File: src/rtl/tx_phy_scheduler_pkg.sv
// Shared types and SOP helpers for the PD PHY transmit scheduler.
package tx_phy_scheduler_pkg;

   typedef enum logic [2:0] {
      StIdle,
      StSendGcrc,
      StSendMsg,
      StWaitCrc,
      StChkRetry,
      StSendOrd,
      StReportOk,
      StReportFail
   } state_e;

   localparam logic [2:0] SopHardReset  = 3'd5;
   localparam logic [2:0] SopCableReset = 3'd6;

   // Hard Reset, Cable Reset and BIST are ordered sets: no GoodCRC, no MessageID.
   function automatic logic is_ordset(logic [2:0] sop);
      return sop >= SopHardReset;
   endfunction

   // Reset ordered sets pre-empt any message transfer.
   function automatic logic is_reset_req(logic [2:0] sop);
      return (sop == SopHardReset) || (sop == SopCableReset);
   endfunction

endpackage

File: src/rtl/tx_phy_scheduler_if.sv
// Start/done handshake between the transmit scheduler and the PHY framer.
interface tx_phy_scheduler_if;

   logic       phy_ready;
   logic       phy_done;
   logic       phy_discard;
   logic       phy_start;
   logic [2:0] phy_sop;
   logic       phy_is_gcrc;

   modport master (
      input  phy_ready,
      input  phy_done,
      input  phy_discard,
      output phy_start,
      output phy_sop,
      output phy_is_gcrc
   );

   modport slave (
      output phy_ready,
      output phy_done,
      output phy_discard,
      input  phy_start,
      input  phy_sop,
      input  phy_is_gcrc
   );

endinterface

File: src/rtl/tx_phy_scheduler_crc_rx_timer.sv
// CRCReceiveTimer: counts cycles while enabled, flags the last cycle of tReceive.
module crc_rx_timer #(
   parameter int unsigned          TIMER_W         = 16,
   parameter logic [TIMER_W-1:0]   CRC_TIMEOUT_CYC = TIMER_W'(900)
) (
   input  logic clk,
   input  logic reset,
   input  logic clear,
   input  logic enable,
   output logic expired
);

   localparam logic [TIMER_W-1:0] TermCnt = CRC_TIMEOUT_CYC - 1'b1;

   logic [TIMER_W-1:0] count_q, count_d;

   // Count register.
   always_ff @(posedge clk or negedge reset) begin
      if (!reset) begin
         count_q <= '0;
      end else begin
         count_q <= count_d;
      end
   end

   // Next count: clear wins, saturate at the terminal count.
   always_comb begin
      count_d = count_q;
      if (clear) begin
         count_d = '0;
      end else if (enable && (count_q != TermCnt)) begin
         count_d = count_q + 1'b1;
      end
   end

   // Terminal-count flag during the last enabled cycle.
   always_comb begin
      expired = enable && (count_q == TermCnt);
   end

endmodule

File: src/rtl/tx_phy_scheduler.sv
// Arbitrates GoodCRC replies, TRANSMIT requests and retries onto the PD PHY,
// runs the retry/CRC-receive bookkeeping and raises the transmit alerts.
module tx_phy_scheduler
   import tx_phy_scheduler_pkg::*;
#(
   parameter int unsigned          TIMER_W         = 16,
   parameter logic [TIMER_W-1:0]   CRC_TIMEOUT_CYC = TIMER_W'(900)
) (
   input  logic                       clk,
   input  logic                       reset,
   input  logic                       tx_req,
   input  logic [2:0]                 tx_sop,
   input  logic [1:0]                 tx_retry_max,
   input  logic                       gcrc_req,
   input  logic [2:0]                 gcrc_sop,
   input  logic                       gcrc_rx,
   tx_phy_scheduler_if.master         phy,
   output logic                       alert_success,
   output logic                       alert_failed,
   output logic                       alert_discarded,
   output logic                       msg_id_inc,
   output logic                       busy
);

   state_e     state_q, state_d;
   logic       gcrc_pend_q, gcrc_pend_d;
   logic [2:0] gcrc_sop_q, gcrc_sop_d;
   logic       tx_pend_q, tx_pend_d;
   logic [2:0] tx_sop_q, tx_sop_d;
   logic [1:0] retry_max_q, retry_max_d;
   logic [1:0] retry_cnt_q, retry_cnt_d;
   logic       start_q, start_d;
   logic [2:0] frame_sop_q, frame_sop_d;
   logic       is_gcrc_q, is_gcrc_d;
   logic       is_ord_q, is_ord_d;
   logic       disc_q, disc_d;
   logic       preempt_q, preempt_d;

   logic       grant_gcrc, grant_tx;
   logic       msg_active, tx_busy, tx_accept, tx_drop, tx_abort;
   logic       crc_expired;

   // A message owns the transmitter from its first start until it reports.
   assign msg_active = (state_q inside {StSendMsg, StWaitCrc, StChkRetry, StSendOrd});
   assign tx_busy    = tx_pend_q || msg_active;
   assign tx_accept  = tx_req && !tx_busy;
   assign tx_drop    = tx_req && tx_busy;
   assign tx_abort   = tx_drop && is_reset_req(tx_sop);

   crc_rx_timer #(
      .TIMER_W         (TIMER_W),
      .CRC_TIMEOUT_CYC (CRC_TIMEOUT_CYC)
   ) u_crc_rx_timer (
      .clk     (clk),
      .reset   (reset),
      .clear   (state_q != StWaitCrc),
      .enable  (state_q == StWaitCrc),
      .expired (crc_expired)
   );

   // State, request latches and registered PHY/alert strobes.
   always_ff @(posedge clk or negedge reset) begin
      if (!reset) begin
         state_q     <= StIdle;
         gcrc_pend_q <= 1'b0;
         gcrc_sop_q  <= '0;
         tx_pend_q   <= 1'b0;
         tx_sop_q    <= '0;
         retry_max_q <= '0;
         retry_cnt_q <= '0;
         start_q     <= 1'b0;
         frame_sop_q <= '0;
         is_gcrc_q   <= 1'b0;
         is_ord_q    <= 1'b0;
         disc_q      <= 1'b0;
         preempt_q   <= 1'b0;
      end else begin
         state_q     <= state_d;
         gcrc_pend_q <= gcrc_pend_d;
         gcrc_sop_q  <= gcrc_sop_d;
         tx_pend_q   <= tx_pend_d;
         tx_sop_q    <= tx_sop_d;
         retry_max_q <= retry_max_d;
         retry_cnt_q <= retry_cnt_d;
         start_q     <= start_d;
         frame_sop_q <= frame_sop_d;
         is_gcrc_q   <= is_gcrc_d;
         is_ord_q    <= is_ord_d;
         disc_q      <= disc_d;
         preempt_q   <= preempt_d;
      end
   end

   // Next state, grants, retry count and the strobes that go with transitions.
   always_comb begin
      state_d     = state_q;
      start_d     = 1'b0;
      frame_sop_d = frame_sop_q;
      is_gcrc_d   = is_gcrc_q;
      is_ord_d    = is_ord_q;
      retry_cnt_d = retry_cnt_q;
      disc_d      = 1'b0;
      preempt_d   = 1'b0;
      grant_gcrc  = 1'b0;
      grant_tx    = 1'b0;

      unique case (state_q)
         StIdle: begin
            if (phy.phy_ready) begin
               if (gcrc_pend_q) begin
                  grant_gcrc  = 1'b1;
                  state_d     = StSendGcrc;
                  start_d     = 1'b1;
                  frame_sop_d = gcrc_sop_q;
                  is_gcrc_d   = 1'b1;
                  is_ord_d    = 1'b0;
               end else if (tx_pend_q && !tx_abort) begin
                  // A reset arriving this cycle replaces the pending request instead.
                  grant_tx    = 1'b1;
                  start_d     = 1'b1;
                  frame_sop_d = tx_sop_q;
                  is_gcrc_d   = 1'b0;
                  if (is_ordset(tx_sop_q)) begin
                     state_d  = StSendOrd;
                     is_ord_d = 1'b1;
                  end else begin
                     state_d     = StSendMsg;
                     is_ord_d    = 1'b0;
                     retry_cnt_d = '0;
                  end
               end
            end
         end
         StSendGcrc: begin
            if (phy.phy_done || phy.phy_discard) begin
               state_d = StIdle;
            end
         end
         StSendOrd: begin
            if (phy.phy_done) begin
               state_d = StReportOk;
            end else if (phy.phy_discard) begin
               state_d = StIdle;
               disc_d  = 1'b1;
            end
         end
         StSendMsg: begin
            if (phy.phy_done) begin
               state_d = StWaitCrc;
            end else if (phy.phy_discard) begin
               state_d = StChkRetry;
            end
         end
         StWaitCrc: begin
            // GoodCRC acceptance beats both a GoodCRC to send and the timeout.
            if (gcrc_rx) begin
               state_d = StReportOk;
            end else if (gcrc_pend_q) begin
               state_d   = StIdle;
               disc_d    = 1'b1;
               preempt_d = 1'b1;
            end else if (crc_expired) begin
               state_d = StChkRetry;
            end
         end
         StChkRetry: begin
            if (retry_cnt_q == retry_max_q) begin
               state_d = StReportFail;
            end else if (gcrc_pend_q) begin
               state_d   = StIdle;
               disc_d    = 1'b1;
               preempt_d = 1'b1;
            end else if (phy.phy_ready) begin
               state_d     = StSendMsg;
               start_d     = 1'b1;
               retry_cnt_d = retry_cnt_q + 2'd1;
            end
         end
         StReportOk, StReportFail: begin
            state_d = StIdle;
         end
         default: begin
            state_d = StIdle;
         end
      endcase

      // A TRANSMIT write while busy is always rejected; a reset also kills the transfer.
      if (tx_drop) begin
         disc_d = 1'b1;
         if (tx_abort && msg_active) begin
            state_d   = StIdle;
            start_d   = 1'b0;
            preempt_d = 1'b0;
         end
      end
   end

   // Request latches: new strobes set, grants clear.
   always_comb begin
      gcrc_pend_d = gcrc_req || (gcrc_pend_q && !grant_gcrc);
      gcrc_sop_d  = gcrc_req ? gcrc_sop : gcrc_sop_q;
      tx_pend_d   = tx_pend_q;
      tx_sop_d    = tx_sop_q;
      retry_max_d = retry_max_q;
      if (tx_accept || tx_abort) begin
         tx_pend_d   = 1'b1;
         tx_sop_d    = tx_sop;
         retry_max_d = tx_retry_max;
      end else if (grant_tx) begin
         tx_pend_d = 1'b0;
      end
   end

   // Outputs decoded from registered state only.
   always_comb begin
      phy.phy_start   = start_q;
      phy.phy_sop     = frame_sop_q;
      phy.phy_is_gcrc = is_gcrc_q;
      alert_success   = (state_q == StReportOk);
      alert_failed    = (state_q == StReportFail);
      alert_discarded = disc_q;
      msg_id_inc      = ((state_q == StReportOk) && !is_ord_q) ||
                        (state_q == StReportFail) || preempt_q;
      busy            = (state_q != StIdle) || gcrc_pend_q || tx_pend_q;
   end

endmodule
File: src/flat_wrapper.sv
// flat-port wrapper written by rule: the top's interface ports become plain ports
module tx_phy_scheduler_flat import tx_phy_scheduler_pkg::*;
#(
   parameter int unsigned          TIMER_W         = 16,
   parameter logic [TIMER_W-1:0]   CRC_TIMEOUT_CYC = TIMER_W'(900)
)
  (clk, reset, tx_req, tx_sop, tx_retry_max, gcrc_req, gcrc_sop, gcrc_rx, alert_success, alert_failed, alert_discarded, msg_id_inc, busy, phy_phy_ready, phy_phy_done, phy_phy_discard, phy_phy_start, phy_phy_sop, phy_phy_is_gcrc);
  tx_phy_scheduler_if phy_i ();
  input  logic clk;
  input  logic reset;
  input  logic tx_req;
  input  logic [2:0] tx_sop;
  input  logic [1:0] tx_retry_max;
  input  logic gcrc_req;
  input  logic [2:0] gcrc_sop;
  input  logic gcrc_rx;
  output logic alert_success;
  output logic alert_failed;
  output logic alert_discarded;
  output logic msg_id_inc;
  output logic busy;
  input wire logic [$bits(phy_i.phy_ready)-1:0] phy_phy_ready;
  input wire logic [$bits(phy_i.phy_done)-1:0] phy_phy_done;
  input wire logic [$bits(phy_i.phy_discard)-1:0] phy_phy_discard;
  output wire logic [$bits(phy_i.phy_start)-1:0] phy_phy_start;
  output wire logic [$bits(phy_i.phy_sop)-1:0] phy_phy_sop;
  output wire logic [$bits(phy_i.phy_is_gcrc)-1:0] phy_phy_is_gcrc;
  assign phy_i.phy_ready = phy_phy_ready;
  assign phy_i.phy_done = phy_phy_done;
  assign phy_i.phy_discard = phy_phy_discard;
  assign phy_phy_start = phy_i.phy_start;
  assign phy_phy_sop = phy_i.phy_sop;
  assign phy_phy_is_gcrc = phy_i.phy_is_gcrc;
  tx_phy_scheduler #(.TIMER_W(TIMER_W), .CRC_TIMEOUT_CYC(CRC_TIMEOUT_CYC)) u_core (.clk(clk), .reset(reset), .tx_req(tx_req), .tx_sop(tx_sop), .tx_retry_max(tx_retry_max), .gcrc_req(gcrc_req), .gcrc_sop(gcrc_sop), .gcrc_rx(gcrc_rx), .phy(phy_i), .alert_success(alert_success), .alert_failed(alert_failed), .alert_discarded(alert_discarded), .msg_id_inc(msg_id_inc), .busy(busy));
endmodule
File: config.mk
export PLATFORM = sky130hd
export DESIGN_NAME = tx_phy_scheduler_flat
export DESIGN_NICKNAME = d
export VERILOG_FILES = /design/src/rtl/tx_phy_scheduler_pkg.sv /design/src/rtl/tx_phy_scheduler_if.sv /design/src/rtl/tx_phy_scheduler_crc_rx_timer.sv /design/src/rtl/tx_phy_scheduler.sv /design/src/flat_wrapper.sv
export SDC_FILE = /design/constraint.sdc
export NUM_CORES = 1
export LEC_CHECK = 0
export CORE_MARGIN = 4
export CORE_UTILIZATION = 55
export CTS_CLUSTER_DIAMETER = 40
export DETAILED_ROUTE_END_ITERATION = 6
export PLACE_DENSITY = 0.75
export SYNTH_ARGS = -nofsm -noshare
export SYNTH_HDL_FRONTEND = slang
export SYNTH_HIERARCHICAL = 1
export SYNTH_SLANG_ARGS = --single-unit
File: constraint.sdc
create_clock -name clk -period 5.2 [get_ports clk]
set_input_delay 1.04 -clock clk [delete_from_list [all_inputs] [get_ports clk]]
set_output_delay 1.04 -clock clk [all_outputs]
set_load 0.005 [all_outputs]
==> flow_metrics.py, run 1 <==
metrics = {
    "status": {
        "outcome": "finished, final reports clean",
    },
    "routing": {
        "totalWireLength_um": 4980,
        "vias": 1783,
        "drcViolationCount": 0,
        "vias_per_cell": 6.13,
        "routedWlPerCell_um": 17.1,
        "drt_iter0_markers": 215,
        "ant_nets": 0,
        "first_pass_iters": 4,
    },
    "sta": {
        "fmax_mhz": 342,
        "fin_crit_ns": 2.93,
        "skew_ns": 0.00736,
        "finalCritPeriodShare": 0.563,
        "maxSlewViolCount": 0,
        "rsz0062_at_grt": "false",
        "relSlewSlack": 0.426,
        "whs_ns": 0.492,
        "hold_viol": 0,
        "postLayoutSetupSlackWorst_ns": 2.27,
        "fin_tns_setup_ns": 0,
        "setup_viol": 0,
        "worstMarginPinSlew_ns": 0.861,
    },
    "worst_setup_path": {
        "crit_type": "reg2out",
        "crit_fanout": 16,
        "crit_path_end": "msg_id_inc",
        "timing.rr.start": "u_core/state_q[0]",
        "crit_start": "u_core/state_q[0]",
        "slowest_delay_ns": 0.57,
        "rrSetupSlack_ns": 2.32,
        "rr_worst_depth": 6,
        "cp.required_ns": 4.16,
        "r2r_end": "u_core/u_crc_rx_timer/count_q[15]",
        "cp_cell_sequence": "and3_1 -> or3_1 -> clkdlybuf4s50_1",
        "crit_path_start_kind": "flip-flop",
        "arrival_ns": 1.89,
        "end_kind": "output pin",
        "slowest_stage": "dfrtp_1",
    },
    "cells_and_area": {
        "finalInstanceArea_um2": 2630,
        "syn_to_final_growth_pct": 17.2,
        "final_core_util": 0.691,
        "nNetsFinal": 259,
        "num-fill-cells": 312,
        "layout.cells.non_filler": 291,
        "drive_gt1_frac": 0.128,
        "antennaDiodeCount": 0,
    },
    "synthesis": {
        "yosysTopAreaCell": "dfrtp_1",
        "yosys.cell_types.count": 60,
        "netlist_area_um2": 2240,
        "syn_nets": 235,
        "ys_ff_latch": 39,
        "synth_warnings": 6,
        "synth_area_per_cell_um2": 10.3,
        "yosysSeqAreaShare": 0.436,
        "synthArstFlopShare": 1.00,
        "ys_top_cells_by_area": "dfrtp_1, mux2_1, xor2_1",
        "synth_cells": 218,
        "yosysTopAreaCellShare": 0.436,
        "synth_ff_type": "dfrtp_1",
        "synth_edf_count": 0,
    },
    "cts": {
        "clk_pin_slew_ns": 0.07,
        "cts_tree": "done",
        "clock_latency_ns": 0.29,
        "clkSinkCount": 39,
        "htreeDepth": 2,
        "hold_buffers": 0,
        "clk_path_buf_depth": 2,
        "cts_buffers": 5,
        "cts_resized": 0,
        "cts_setup_buffers": 0,
        "root_buffer": "clkbuf_8",
    },
    "power_and_ir_drop": {
        "vdd_drop_max_uv": 316,
        "clockPowerShare": 0.235,
        "seqPwrFrac": 0.428,
        "finalPower_mw": 1.10,
        "power_frac_comb": 0.338,
        "power_leakage_nw": 1.08,
        "p_int_uw": 716,
        "power_density_nw_per_um2": 421,
        "switching_share": 0.352,
        "p_sw_uw": 388,
    },
    "placement": {
        "dpl_worst_slack_ns": 2.38,
        "place_hpwl_um": 3550,
        "numPlacedInstances": 283,
        "dpl_cell_area_um2": 2510,
        "place_congestion": 0.924,
        "portBuffers": 25,
    },
    "floorplanning": {
        "initial_core_util": 0.590,
        "io_pins": 26,
        "dieArea_um2": 5160,
        "die_h_um": 71.8,
        "coreArea_um2": 3800,
        "num_rows": 22,
        "die_x_um": 71.8,
    },
    "worst_hold_path": {
        "hold_class": "reg2reg",
    },
    "run": {
        "cap_viol_max_count": 0,
    },
    "global_route": {
        "grt_max_degree": 40,
        "grt_usage": 0.208,
        "antenna_found_initial": 0,
        "grt-ovfl-total": 0,
        "grt_pass1_vias": 1738,
        "grt_pass1_wl_um": 8390,
    },
}
## cell usage in the layout, fill, tap and decap left out, types with 6 or more instances in the layout
cell type,count
nand3_1,8
xor2_1,10
nor2_1,22
nand2_1,8
clkdlybuf4s50_1,24
dfrtp_1,39
o21ai_0,6
clkbuf_8,6
a21oi_1,8
nand2b_1,7
mux2_1,10
inv_1,7
## power groups by stage
stage               Sequential [mW]  Combinational [mW]  Clock (mW)
detailed placement            0.472               0.365           0
global route                  0.484               0.406       0.286
floorplan                     0.425               0.271           0
CTS                           0.468               0.370       0.267
global placement              0.468               0.360           0
finish                        0.472               0.373       0.259
## routing by layer
layer | wire length, um | part of all wire | global-route usage | vias up
li1 | - | - | - | 840
met1 | 2250 | 0.45 | 0.285 | 858
met2 | 2360 | 0.47 | 0.329 | 79
met3 | 314 | 0.063 | 0.0491 | 6
met4 | 48 | 0.0096 | 0.0585 | 0
met5 | 0 | 0 | 0 | -
## kinds of logic after synthesis
family / Yosys count / share of synthesized area
AOI/OAI and AO/OA: 43 / 0.140
muxes: 18 / 0.0911
DFF: 39 / 0.436
buffers and inverters: 15 / 0.0285
adders and majority gates: 1 / 0.00559
and+or+nand+nor: 88 / 0.241
xor gates and xnor gates: 14 / 0.0581
## synthesized netlist by cell type, types with 2 or more instances
master,count
xnor2_1,3
a21o_1,3
clkbuf_1,3
nor4_1,3
and3_1,4
and4_1,2
nand2b_1,7
o21ai_0,6
mux2_1,10
xor2_1,10
o211ai_1,2
nor3_1,4
buf_2,3
dfrtp_1,39
mux2i_1,2
nor2b_1,5
a21oi_1,8
nor2_1,22
o21a_1,2
o21ai_1,5
or4_1,3
nand2_1,8
nand3_1,8
mux2_2,5
inv_1,7
and2_1,2
nand4_1,4
or3_1,4
o31ai_1,3
## critical path: cells and delay by family, from the launching register on
kind | cells | cell delay [ns]
DFF | 1 | 0.57
and+or+nand+nor | 2 | 0.58
buffers and inverters | 1 | 0.45
## sequential cells by signal (all words and copies together), names as in the netlist
| register | flops |
|---|---|
| u_core/state_q | 3 |
| u_core/preempt_q | 1 |
| u_core/phy.phy_start | 1 |
| u_core/phy.phy_is_gcrc | 1 |
| u_core/retry_cnt_q | 2 |
| u_core/gcrc_pend_q | 1 |
| u_core/phy.phy_sop | 3 |
| u_core/tx_sop_q | 3 |
| u_core/u_crc_rx_timer/count_q | 16 |
| u_core/tx_pend_q | 1 |
| u_core/alert_discarded | 1 |
| u_core/is_ord_q | 1 |
| u_core/gcrc_sop_q | 3 |
| u_core/retry_max_q | 2 |
## final cells by class
type	instances	area, um2	area share
Multi-Input combinational cell	164	1200	0.457
Sequential cell	39	976	0.372
Timing Repair Buffer	25	245	0.0934
Clock buffer	6	82.6	0.0315
Tap cell	48	60.1	0.0229
Clock inverter	2	35.0	0.0133
Inverter	7	26.3	0.0100
## how the worst min path moves through the flow
stage | start | to | slack (ns) | cells past startpoint
finish | u_core/phy.phy_sop[1] | u_core/phy.phy_sop[1] | 0.49 | 1
global route | u_core/phy.phy_sop[2] | u_core/phy.phy_sop[2] | 0.53 | 1
CTS | u_core/phy.phy_sop[1] | u_core/phy.phy_sop[1] | 0.50 | 1
detailed placement | u_core/phy.phy_sop[1] | u_core/phy.phy_sop[1] | 0.47 | 1
global placement | u_core/phy.phy_sop[1] | u_core/phy.phy_sop[1] | 0.48 | 1
floorplan | u_core/gcrc_sop_q[1] | u_core/gcrc_sop_q[1] | 0.47 | 1
(Power assumes the default switching activity.)
==> inputs of run 2 (changes only) <==
clock period = 2.8 ns   (was 5.2 ns; I/O delays follow)
==> run 2 against run 1 <==
Cell area grew 0.38%. Clock power increased by 80%. Setup slack worse by 2.0 ns. Sequential power increased by 83%. Non-clock buffer count up 2. Clock skew down 0.00099 ns. Sequential share of layout area decreased by 0.14 points. Die area unchanged. Utilization rose by 0.26 points. Critical path type unchanged. Largest power group unchanged. Highest routed layer unchanged.
==> flow_metrics.py, run 2 (synthesis gave the netlist of run 1 again) <==
metrics = {
    "power_and_ir_drop": {
        "power_density_nw_per_um2": 774,
        "seqPwrFrac": 0.423,
        "p_sw_uw": 722,
        "p_int_mw": 1.32,
        "power_frac_comb": 0.348,
        "vdd_drop_max_uv": 555,
        "power_leakage_nw": 1.08,
        "finalPower_mw": 2.04,
        "clockPowerShare": 0.228,
        "switching_share": 0.354,
    },
    "global_route": {
        "grt_usage": 0.205,
        "grt_pass1_vias": 1809,
        "grt_pass1_wl_um": 8470,
        "grt_max_degree": 40,
        "antenna_found_initial": 0,
        "grt-ovfl-total": 0,
    },
    "routing": {
        "vias": 1777,
        "routedWlPerCell_um": 16.6,
        "vias_per_cell": 6.06,
        "drt_iter0_markers": 163,
        "drcViolationCount": 0,
        "ant_nets": 0,
        "first_pass_iters": 4,
        "totalWireLength_um": 4870,
    },
    "sta": {
        "rsz0062_at_grt": "false",
        "hold_viol": 0,
        "relSlewSlack": 0.438,
        "maxSlewViolCount": 0,
        "fmax_mhz": 403,
        "setup_viol": 0,
        "fin_crit_ns": 2.48,
        "finalCritPeriodShare": 0.887,
        "skew_ns": 0.00637,
        "fin_tns_setup_ns": 0,
        "worstMarginPinSlew_ns": 0.842,
    },
    "cts": {
        "cts_resized": 0,
        "cts_tree": "done",
        "cts_buffers": 5,
        "clk_path_buf_depth": 2,
        "htreeDepth": 2,
        "hold_buffers": 0,
        "clkSinkCount": 39,
        "clock_latency_ns": 0.28,
        "root_buffer": "clkbuf_8",
        "clk_pin_slew_ns": 0.08,
        "cts_setup_buffers": 0,
    },
    "floorplanning": {
        "die_h_um": 71.8,
        "num_rows": 22,
        "dieArea_um2": 5160,
        "io_pins": 26,
        "coreArea_um2": 3800,
        "initial_core_util": 0.590,
        "die_x_um": 71.8,
    },
    "cells_and_area": {
        "nNetsFinal": 261,
        "layout.cells.non_filler": 293,
        "largest_reg_flops": 16,
        "drive_gt1_frac": 0.135,
        "antennaDiodeCount": 0,
        "final_common_cell": "dfrtp_1",
        "num-fill-cells": 301,
        "layout_common_cells": "dfrtp_1, clkdlybuf4s50_1, nor2_1, xor2_1, mux2_1",
        "syn_to_final_growth_pct": 17.7,
        "top_register": "u_core/u_crc_rx_timer/count_q",
        "final_core_util": 0.694,
    },
    "worst_setup_path": {
        "slowest_stage": "dfrtp_1",
        "crit_buf_inv": 1,
        "crit_fanout": 16,
        "cp.required_ns": 2.24,
        "arrival_ns": 1.92,
        "end_kind": "output pin",
        "cp_cell_sequence": "nor4_1 -> nand2b_1 -> clkdlybuf4s50_1",
        "slowest_delay_ns": 0.58,
        "crit_type": "reg2out",
        "crit_family": "simple AND/OR/NAND/NOR gates",
        "crit_path_start_kind": "flip-flop",
    },
    "worst_hold_path": {
        "hold_class": "in2async",
    },
    "placement": {
        "place_congestion": 0.857,
        "place_hpwl_um": 3590,
        "numPlacedInstances": 285,
        "portBuffers": 25,
    },
    "run": {
        "cap_viol_max_count": 0,
    },
    "status": {
        "outcome": "finished, final reports clean",
    },
}
## run 2: power groups by stage
stage	logic, mW	registers, mW	clock network (mW)
2_1_floorplan	0.503	0.790	0
3_3_place_gp	0.693	0.865	0
3_5_place_dp	0.706	0.869	0
4_1_cts	0.712	0.860	0.479
5_1_grt	0.787	0.881	0.504
6_report	0.710	0.863	0.465
## run 2: worst paths after layout
path	start	cells after the start	slack, ns	endpoint
min in group clk	u_core/phy.phy_sop[2]	1	0.51	u_core/phy.phy_sop[2]
worst min-delay path	reset	1	0.37	u_core/preempt_q
worst min register to register	u_core/phy.phy_sop[2]	1	0.51	u_core/phy.phy_sop[2]
worst max register to register	u_core/state_q[0]	6	0.66	u_core/u_crc_rx_timer/count_q[15]
max in group asynchronous	reset	1	1.89	u_core/tx_pend_q
worst max-delay path	u_core/state_q[0]	3	0.32	busy
## run 2: stage by stage
step                hold WS [ns]  setup slack, ns  cell area [um2]
floorplan                  0.264            0.817             2240
global placement           0.478            0.560             2520
detailed placement         0.481            0.467             2520
CTS                        0.420            0.316             2640
global route               0.461            0.165             2640
finish                     0.371            0.316             2640
## run 2: layout make-up
class                      instances  area [um2]  share of cell area
clock buffer                       5        68.8              0.0261
multi-input combinational        164        1200               0.455
clock inverter                     3        43.8              0.0166
sequential                        39         976               0.370
timing repair buffer              27         260              0.0988
tap                               48        60.1              0.0228
inverter                           7        26.3             0.00997
## run 2: layer usage
metal,vias up,global-route usage,routed length [um]
li1,847,-,-
met1,856,0.282,2270
met2,68,0.330,2190
met3,6,0.0421,351
met4,0,0.0585,53
met5,-,0,0
==> inputs of run 3 (changes only) <==
CORE_UTILIZATION = 56   (was 55)
PLACE_DENSITY = 0.76   (was 0.75)
==> run 3 against run 2 <==
Utilization rose by 0.51 points. Global-route usage fell by 0.16 points. Clock skew barely moved. Cell count did not move. Critical path depth did not move. Power rose by 0.16%. Critical path type unchanged. Largest power group unchanged.
==> flow_metrics.py, run 3 (synthesis gave the netlist of run 1 again) <==
metrics = {
    "global_route": {
        "grt_usage": 0.204,
        "grt_pass1_vias": 1694,
        "grt-ovfl-total": 0,
        "antenna_found_initial": 0,
        "grt_pass1_wl_um": 8110,
        "grt_max_degree": 40,
    },
    "floorplanning": {
        "die_x_um": 71.2,
        "dieArea_um2": 5080,
        "die_h_um": 71.2,
        "io_pins": 26,
        "coreArea_um2": 3770,
        "num_rows": 22,
        "initial_core_util": 0.594,
    },
    "sta": {
        "worstMarginPinSlew_ns": 0.835,
        "postLayoutSetupSlackWorst_ns": 0.314,
        "fmax_mhz": 402,
        "rsz0062_at_grt": "false",
        "fin_tns_setup_ns": 0,
        "relSlewSlack": 0.444,
        "fin_crit_ns": 2.49,
        "maxSlewViolCount": 0,
        "setup_viol": 0,
        "finalCritPeriodShare": 0.888,
        "hold_viol": 0,
        "skew_ns": 0.00667,
    },
    "placement": {
        "numPlacedInstances": 285,
        "dpl_cell_area_um2": 2520,
        "place_hpwl_um": 3520,
        "portBuffers": 25,
        "dpl_worst_slack_ns": 0.519,
        "place_congestion": 0.896,
    },
    "worst_setup_path": {
        "cp_cell_sequence": "nor4_1 -> nand2b_1 -> clkdlybuf4s50_1",
        "crit_type": "reg2out",
        "cp.required_ns": 2.24,
        "cp_num_cells": 3,
        "crit_start": "u_core/state_q[0]",
        "crit_buf_inv": 1,
        "timing.rr.start": "u_core/state_q[0]",
        "crit_family": "simple AND/OR/NAND/NOR gates",
        "crit_fanout": 16,
        "slowest_stage": "dfrtp_1",
        "crit_path_start_kind": "flip-flop",
        "end_kind": "output pin",
        "rr_worst_depth": 6,
        "slowest_delay_ns": 0.56,
        "arrival_ns": 1.93,
    },
    "cells_and_area": {
        "drive_gt1_frac": 0.135,
        "antennaDiodeCount": 0,
        "seq_area_um2": 976,
        "top_register": "u_core/u_crc_rx_timer/count_q",
        "layout_common_cells": "dfrtp_1, clkdlybuf4s50_1, nor2_1, xor2_1, mux2_1",
        "final_common_cell": "dfrtp_1",
        "nNetsFinal": 261,
        "finalInstanceArea_um2": 2640,
        "syn_to_final_growth_pct": 17.7,
        "layout.cells.non_filler": 293,
        "num-fill-cells": 280,
        "largest_reg_flops": 16,
        "multi_input_area_um2": 1200,
        "final_core_util": 0.699,
    },
    "power_and_ir_drop": {
        "power_leakage_nw": 1.08,
        "vdd_drop_max_uv": 458,
        "power_density_nw_per_um2": 775,
    },
    "cts": {
        "cts_resized": 0,
        "hold_buffers": 0,
        "htreeDepth": 2,
        "root_buffer": "clkbuf_8",
        "clk_pin_slew_ns": 0.08,
        "cts_buffers": 5,
        "cts_tree": "done",
        "cts_setup_buffers": 0,
        "clock_latency_ns": 0.29,
        "clkSinkCount": 39,
        "clk_path_buf_depth": 2,
    },
    "worst_hold_path": {
        "hold_class": "in2async",
    },
    "routing": {
        "vias": 1786,
        "totalWireLength_um": 4880,
        "routedWlPerCell_um": 16.7,
        "drt_iter0_markers": 219,
        "ant_nets": 0,
        "vias_per_cell": 6.10,
        "first_pass_iters": 5,
        "drcViolationCount": 0,
    },
    "status": {
        "outcome": "finished, final reports clean",
    },
    "run": {
        "cap_viol_max_count": 0,
    },
}
run 3: cell counts in the layout (fill, tap and decap cells not counted):
No cell type changed its count.
run 3: through the flow:
stage	power [mW]	hold slack (ns)
3_3_place_gp	1.56	0.479
2_1_floorplan	1.29	0.264
3_5_place_dp	1.57	0.481
5_1_grt	2.18	0.442
4_1_cts	2.05	0.398
6_report	2.04	0.361
run 3: final timing paths:
path / endpoint / slack, ns
max: busy / 0.31
min: u_core/alert_discarded / 0.36
max reg2reg: u_core/u_crc_rx_timer/count_q[15] / 0.66
min reg2reg: u_core/phy.phy_sop[0] / 0.51
max in group asynchronous: u_core/tx_pend_q / 1.91
min in group clk: u_core/phy.phy_sop[0] / 0.51
run 3: per-layer routing:
metal | vias up | track usage | wire (um)
met4 | 0 | 0.0522 | 54
met1 | 863 | 0.292 | 2250
met2 | 67 | 0.307 | 2230
met3 | 7 | 0.0561 | 355
li1 | 849 | - | -
met5 | - | 0 | 0
run 3: area by class of cell:
type	instances	share of cell area
Clock buffer	5	0.0261
Clock inverter	3	0.0166
Inverter	7	0.00997
Multi-Input combinational cell	164	0.455
Sequential cell	39	0.370
Tap cell	48	0.0228
Timing Repair Buffer	27	0.0988
run 3: power by group:
group | switching [mW] | leakage, nW | total, mW | internal [mW]
combinational | 0.346 | 0.525 | 0.707 | 0.361
clock | 0.205 | 0.0581 | 0.470 | 0.265
sequential | 0.174 | 0.500 | 0.865 | 0.691
total | 0.725 | 1.08 | 2.04 | 1.32
